--- src/rtl/prog_loader.sv ---
// Serial boot loader: receives a framed program image over an 8N1 UART line,
// writes it into the CPU program memory and releases the CPU on a good checksum.
module prog_loader #(
    parameter int CLKS_PER_BIT  = 16,
    parameter bit HOLD_AT_RESET = 1'b1
) (
    input  logic        CLK,
    input  logic        nRESET,
    input  logic        RXD,
    output logic [7:0]  PADDR,
    output logic [15:0] PDATA,
    output logic        PWE,
    output logic        CPU_nRESET,
    output logic        BUSY,
    output logic        ERR
);

    localparam int CW = $clog2(CLKS_PER_BIT);
    localparam logic [CW-1:0] LAST    = CW'(CLKS_PER_BIT - 1);
    localparam logic [CW-1:0] HALF_M1 = CW'(CLKS_PER_BIT / 2 - 1);

    localparam logic [1:0] R_IDLE  = 2'd0;
    localparam logic [1:0] R_START = 2'd1;
    localparam logic [1:0] R_BITS  = 2'd2;
    localparam logic [1:0] R_STOP  = 2'd3;

    localparam logic [2:0] HUNT    = 3'd0;
    localparam logic [2:0] COUNT   = 3'd1;
    localparam logic [2:0] DATA_HI = 3'd2;
    localparam logic [2:0] DATA_LO = 3'd3;
    localparam logic [2:0] CSUM    = 3'd4;

    localparam logic [7:0] SYNC_BYTE = 8'hA5;

    logic          rx_meta;
    logic          rx_sync;
    logic [1:0]    rx_state;
    logic [CW-1:0] cnt;
    logic [2:0]    bit_idx;
    logic [7:0]    shreg;
    logic          brk;
    logic          byte_valid;
    logic          frame_err;

    logic [2:0]    f_state;
    logic [7:0]    n_words;
    logic [7:0]    idx;
    logic [7:0]    hi;
    logic [7:0]    acc;

    always_ff @(posedge CLK) begin
        if (!nRESET) begin
            rx_meta <= 1'b1;
            rx_sync <= 1'b1;
        end else begin
            rx_meta <= RXD;
            rx_sync <= rx_meta;
        end
    end

    // Byte receiver: sample mid-bit, timing anchored on the half-bit start check.
    always_ff @(posedge CLK) begin
        if (!nRESET) begin
            rx_state   <= R_IDLE;
            cnt        <= '0;
            bit_idx    <= 3'd0;
            shreg      <= 8'h00;
            brk        <= 1'b0;
            byte_valid <= 1'b0;
            frame_err  <= 1'b0;
        end else begin
            byte_valid <= 1'b0;
            frame_err  <= 1'b0;
            case (rx_state)
                R_IDLE: begin
                    if (!rx_sync) begin
                        rx_state <= R_START;
                        cnt      <= '0;
                    end
                end
                R_START: begin
                    if (cnt == HALF_M1) begin
                        cnt      <= '0;
                        bit_idx  <= 3'd0;
                        rx_state <= rx_sync ? R_IDLE : R_BITS;
                    end else begin
                        cnt <= cnt + 1'b1;
                    end
                end
                R_BITS: begin
                    if (cnt == LAST) begin
                        cnt     <= '0;
                        shreg   <= {rx_sync, shreg[7:1]};
                        bit_idx <= bit_idx + 3'd1;
                        if (bit_idx == 3'd7) begin
                            rx_state <= R_STOP;
                        end
                    end else begin
                        cnt <= cnt + 1'b1;
                    end
                end
                R_STOP: begin
                    // After a bad stop bit, hold here until the line returns idle.
                    if (brk) begin
                        if (rx_sync) begin
                            brk      <= 1'b0;
                            rx_state <= R_IDLE;
                        end
                    end else if (cnt == LAST) begin
                        cnt <= '0;
                        if (rx_sync) begin
                            byte_valid <= 1'b1;
                            rx_state   <= R_IDLE;
                        end else begin
                            frame_err <= 1'b1;
                            brk       <= 1'b1;
                        end
                    end else begin
                        cnt <= cnt + 1'b1;
                    end
                end
                default: rx_state <= R_IDLE;
            endcase
        end
    end

    always_ff @(posedge CLK) begin
        if (!nRESET) begin
            f_state    <= HUNT;
            n_words    <= 8'h00;
            idx        <= 8'h00;
            hi         <= 8'h00;
            acc        <= 8'h00;
            PADDR      <= 8'h00;
            PDATA      <= 16'h0000;
            PWE        <= 1'b0;
            BUSY       <= 1'b0;
            ERR        <= 1'b0;
            CPU_nRESET <= ~HOLD_AT_RESET;
        end else begin
            PWE <= 1'b0;
            if (frame_err) begin
                ERR <= 1'b1;
                if (BUSY) begin
                    BUSY    <= 1'b0;
                    f_state <= HUNT;
                end
            end else if (byte_valid) begin
                case (f_state)
                    HUNT: begin
                        if (shreg == SYNC_BYTE) begin
                            f_state    <= COUNT;
                            BUSY       <= 1'b1;
                            ERR        <= 1'b0;
                            CPU_nRESET <= 1'b0;
                            acc        <= 8'h00;
                            idx        <= 8'h00;
                        end
                    end
                    COUNT: begin
                        n_words <= shreg;
                        f_state <= DATA_HI;
                    end
                    DATA_HI: begin
                        hi      <= shreg;
                        acc     <= acc + shreg;
                        f_state <= DATA_LO;
                    end
                    DATA_LO: begin
                        acc   <= acc + shreg;
                        PDATA <= {hi, shreg};
                        PADDR <= idx;
                        PWE   <= 1'b1;
                        idx   <= idx + 8'd1;
                        // A count of 0 wraps to 255 here, giving a 256-word image.
                        f_state <= (idx == n_words - 8'd1) ? CSUM : DATA_HI;
                    end
                    CSUM: begin
                        BUSY    <= 1'b0;
                        f_state <= HUNT;
                        if (shreg == acc) begin
                            CPU_nRESET <= 1'b1;
                        end else begin
                            ERR <= 1'b1;
                        end
                    end
                    default: f_state <= HUNT;
                endcase
            end
        end
    end

endmodule

--- config.mk ---
export PLATFORM = sky130hd
export DESIGN_NAME = prog_loader
export DESIGN_NICKNAME = d
export VERILOG_FILES = /design/src/rtl/prog_loader.sv
export SDC_FILE = /design/constraint.sdc
export NUM_CORES = 1
export LEC_CHECK = 0
export ABC_CLOCK_PERIOD_IN_PS = 3400
export CAP_MARGIN = 20
export CORE_MARGIN = 1.5
export CORE_UTILIZATION = 56
export CTS_BUF_LIST = sky130_fd_sc_hd__clkbuf_8
export CTS_CLUSTER_DIAMETER = 50
export DETAILED_ROUTE_END_ITERATION = 7
export PLACE_DENSITY = 0.73
export SYNTH_ARGS = -nofsm -noshare
export SYNTH_HDL_FRONTEND = slang
export SYNTH_SLANG_ARGS = --single-unit
--- constraint.sdc ---
create_clock -name CLK -period 3.4 [get_ports CLK]
set_input_delay 0.51 -clock CLK [delete_from_list [all_inputs] [get_ports CLK]]
set_output_delay 0.51 -clock CLK [all_outputs]
set_load 0.02 [all_outputs]
After elaboration in Yosys (flattened, before gate mapping)
Index checks and enable logic that the tools add are counted.
Operators by class
  $add $sub $neg: 5
  equal/unequal tests: 24
  muxes and demuxes: 40
  bitwise gates (word level): 5
  reductions and logical operators: 26
Operator list (count)
  case mux 8 bit (2 select lines): 2
  two-way mux 3 bit: 7
  AND reduction 3 bit: 6
  == test 8 bit: 2
  two-way mux 2 bit: 8
  two-way mux 4 bit: 4
  != test 2 bit, second input constant: 8
  case mux 4 bit (4 select lines): 1
  case mux 3 bit (4 select lines): 1
  AND reduction 4 bit: 3
  two-way mux 1 bit: 11
  AND reduction 5 bit: 2
  nonzero test 2 bit: 5
  != test 3 bit, second input constant: 3
  adder 8 x 1 -> 8 bit, second input constant: 1
  adder 8 bit: 1
  == test 8 bit, second input constant: 1
  two-way mux 8 bit: 1
  case mux 2 bit (4 select lines): 1
  subtractor 8 x 1 -> 8 bit, second input constant: 1
  == test 3 x 2 -> 1 bit, second input constant: 2
  == test 3 bit, second input constant: 2
  case mux 1 bit (2 select lines): 3
  case mux 3 bit (2 select lines): 1
  other kinds (15): 23
Word-level totals
  bits in registers: 85
  input bits: 3
  output and inout port bits: 28
  logic and storage cells: 120

Logic depth before layout (Yosys ltp)
  word-level depth: 6
  gate-level depth with buffers: 7
  mapped depth without buffers: 7

Least setup slack after synthesis
Ideal clock, no wire load.
  kind: in2reg
  start point: input nRESET
  end point: register acc[7]
  arrival time: 1.696 ns
  setup slack: 1.632 ns
  stages: 6
  buffers on the path: 2
  cell sequence: clkbuf_1 > clkinv_1 > a31o_2 > buf_2 > or2_2 > mux2i_1
RTL lines
  from (decl): RTL line 8  | input logic nRESET,
  to (signal assigned): RTL line 166  | acc <= acc + shreg;
  to (signal assigned): RTL line 170  | acc <= acc + shreg;
  to (decl): RTL line 49  | logic [7:0] acc;

Final worst setup path
  start point: register f_state[2]
  end point: register PADDR[0]
On the way
  longest elaborated chain between the ends: 2
RTL lines
  from (decl): RTL line 45  | logic [2:0] f_state;
  from (signal assigned): RTL line 176  | f_state <= (idx == n_words - 8'd1) ? CSUM : DATA_HI;
  == test 3 x 2 -> 1 bit: RTL line 149  | case (f_state)
  AND reduction 3 bit (no source line)
  to (signal assigned): RTL line 172  | PADDR <= idx;
  to (decl): RTL line 10  | output logic [7:0] PADDR,
No other way between the ends.
A chain may end at the register's enable or synchronous reset.

==> run metrics <==
outcome=complete, no violations; Post-route DRC=0; met2 Usage GRT=0.389; Worst path top cell family by delay=simple AND/OR/NAND/NOR gates; Pins Over Slew Limit=0; CP max stage cell=and3_1; number of synthesized flops with an enable pin=0; Cell Area, Synth=3900 sq um; Synth Register Bits=85; met1 Use GR=0.316; DRT antenna net count=0; VDD IR-drop max=384 uV; setup_tns=0 ps; vias in the first global route=3004; FP Rows=30; cts repair resizes=0; fraction of layout cells with a size suffix above 1=0.0643; DR iter-0 viols=145; non-filler cells, final=562; vias per inst=5.73; htree depth=3; I/O Buffers=30; CTS clk-pin slew, worst paths=90 ps; Required @ worst endpoint=3670 ps; Worst Max-Slew Pin Slew=887 ps; Gate Count Post-Synth=460; P_leak=1.58 nW; first-pass GRT wire length=14100 um; aggregate global-route resource usage=0.239; Worst EP arrival=2290 ps; slowest cell delay on critical path=770 ps; FMAX=495 MHz; R2R cell count=5; Initial Utilization=0.577; clk root buf=clkbuf_8; Netlist cell types=49; Setup Skew=13.1 ps; Final Setup Violations=0; Clock Path Buffers=2; CP Cell Sequence=nor3b_2 > buf_4 > and3_1 > nor2_1 > a211oi_1; yosys warns=0; peak-usage layer in the global routing report=met2; DR pass1 iterations=4; Placed Cells=546; wire length per cell after detailed routing=14.7 um; leading area contributor after synthesis=dfxtp_1; fin nets=493; Syn Nets=476; CTS tree=done; post-synth top area share=0.436; Crit path depth=5; # IOs=31; r2r endpoint=PADDR[0]$_SDFFE_PN0P_; Placeable Area=6760 sq um; period utilisation layout=0.594; sequential-to-total area share from yosys stat=0.436; die area=7480 sq um; area grow syn2layout=13.1%; ant diodes=0; Power Dens Cells=404 nW/um^2; maxcap violations=0; most common cell in the netlist=dfxtp_1; max_slew headroom=0.407; hold path start=rx_meta$_SDFF_PN1_; Worst Setup End Kind=register; final hold viol count=0; hold endpoint=rx_sync$_SDFF_PN1_; Worst Path Buf+Inv=1; Final min period=2020 ps; Worst-Skew Late Latency=370 ps; routability congestion estimate=0.799; top post-synthesis cells by area=dfxtp_1 (44%), nand2_1 (6.9%), a21oi_1 (6.0%), mux2i_1 (5.9%), nor2_1 (4.3%); WS Path Type=reg -> reg; vias=3219; Commonest cells post-synth=dfxtp_1 (85), nand2_1 (72), a21oi_1 (47); Die X=86.5 um; CTS Hold Bufs=0; total wire length=8260 um; Avg Cell Area, Syn=8.48 sq um; Hold Path Class=reg -> reg; fraction of registers with async set/reset=0; CP Launch Type=register; unrepaired setup endpoints after global routing=false; CP max FO=25; die extent in y=86.5 um; Setup Fix Bufs, Post-CTS=0; initial antenna violation count=0; grt met3 use=0.0400; number of cells on the worst hold path=1; pin count of the biggest net entering global routing=70; CTS sink cnt=85; commonest register cell after synthesis=dfxtp_1; Num CTS Buffers=9; gr ovfl total=0; Reg2Reg Setup Slack=1380 ps; dpl hpwl=5550 um; FF-to-FF Start=f_state[2]$_SDFFE_PN0P_
## placed cells by master, fill, tap and decap left out, drive strengths merged, types with 3 or more instances in the layout
master	count
dfxtp	85
nand2	72
nor2	50
a21oi	47
clkdlybuf4s50	30
mux2i	23
o21ai	17
xor2	16
nand3	15
and3	12
ha	12
inv	10
clkbuf	9
xnor2	7
nor3	6
a22oi	5
nand4	5
nand2b	5
nor2b	4
a31oi	4
and2	3
a211oi	3
o21bai	3
nor4	3
nor3b	3
clkinv	3
## cells by family (layout without fill, tap and decap cells)
logic type | count (synthesis) | in the layout | synth area share
compound gates | 95 | 95 | 0.147
buf+inv | 33 | 55 | 0.0340
simple gates | 187 | 187 | 0.225
fa+ha+maj | 13 | 13 | 0.0436
mux | 24 | 24 | 0.0619
flops | 85 | 85 | 0.436
xor+xnor | 23 | 23 | 0.0516
## routing by layer
| metal | part of all wire | up-vias | routed length, um |
|---|---|---|---|
| met2 | 0.46 | 36 | 3840 |
| li1 | - | 1633 | - |
| met5 | 0 | - | 0 |
| met1 | 0.50 | 1541 | 4090 |
| met3 | 0.025 | 9 | 205 |
| met4 | 0.015 | 0 | 125 |
## flip-flops by register name (all words and copies together), names as in the netlist, 3 cells and up, named ones only
register  count
PADDR         8
PDATA        16
acc           8
bit_idx       3
cnt           4
f_state       3
hi            8
idx           8
n_words       8
shreg         8
## metrics by stage
| stage | total power, mW | util | hold WS [ps] | worst slack, ps | instance area [sq um] |
|---|---|---|---|---|---|
| detailed placement | 1.06 | 0.623 | 402 | 1240 | 4210 |
| floorplan | 1.05 | - | 386 | 1630 | 3900 |
| finish | 1.79 | 0.653 | 410 | 1380 | 4410 |
| global placement | 1.06 | 0.623 | 393 | 1300 | 4210 |
| global route | 1.83 | 0.653 | 466 | 1110 | 4410 |
| CTS | 1.79 | 0.653 | 414 | 1370 | 4410 |
## layout make-up
| cell class | instances | area [sq um] |
|---|---|---|
| multi-input combinational | 342 | 2070 |
| tap | 80 | 100 |
| fill | 598 | 2340 |
| sequential | 85 | 1700 |
| inverter | 7 | 26.3 |
| timing repair buffer | 32 | 315 |
| clock buffer | 9 | 124 |
| clock inverter | 7 | 78.8 |
## where the power goes
group	internal, mW	leakage, nW	switching, mW
Sequential	0.997	0.685	0.00434
Clock	0.350	0.105	0.401
Combinational	0.00969	0.793	0.0223
Total	1.36	1.58	0.428
## worst max path at each step
stage	start	to	slack [ps]
floorplan	nRESET	acc[7]$_SDFFE_PN0P_	1630
global placement	nRESET	BUSY$_SDFFE_PP0P_	1300
detailed placement	nRESET	BUSY$_SDFFE_PP0P_	1240
CTS	f_state[2]$_SDFFE_PN0P_	PDATA[4]$_SDFFE_PN0P_	1370
global route	shreg[1]$_SDFFE_PN0P_	acc[7]$_SDFFE_PN0P_	1110
finish	f_state[2]$_SDFFE_PN0P_	PADDR[0]$_SDFFE_PN0P_	1380
(Power assumes the default switching activity.)
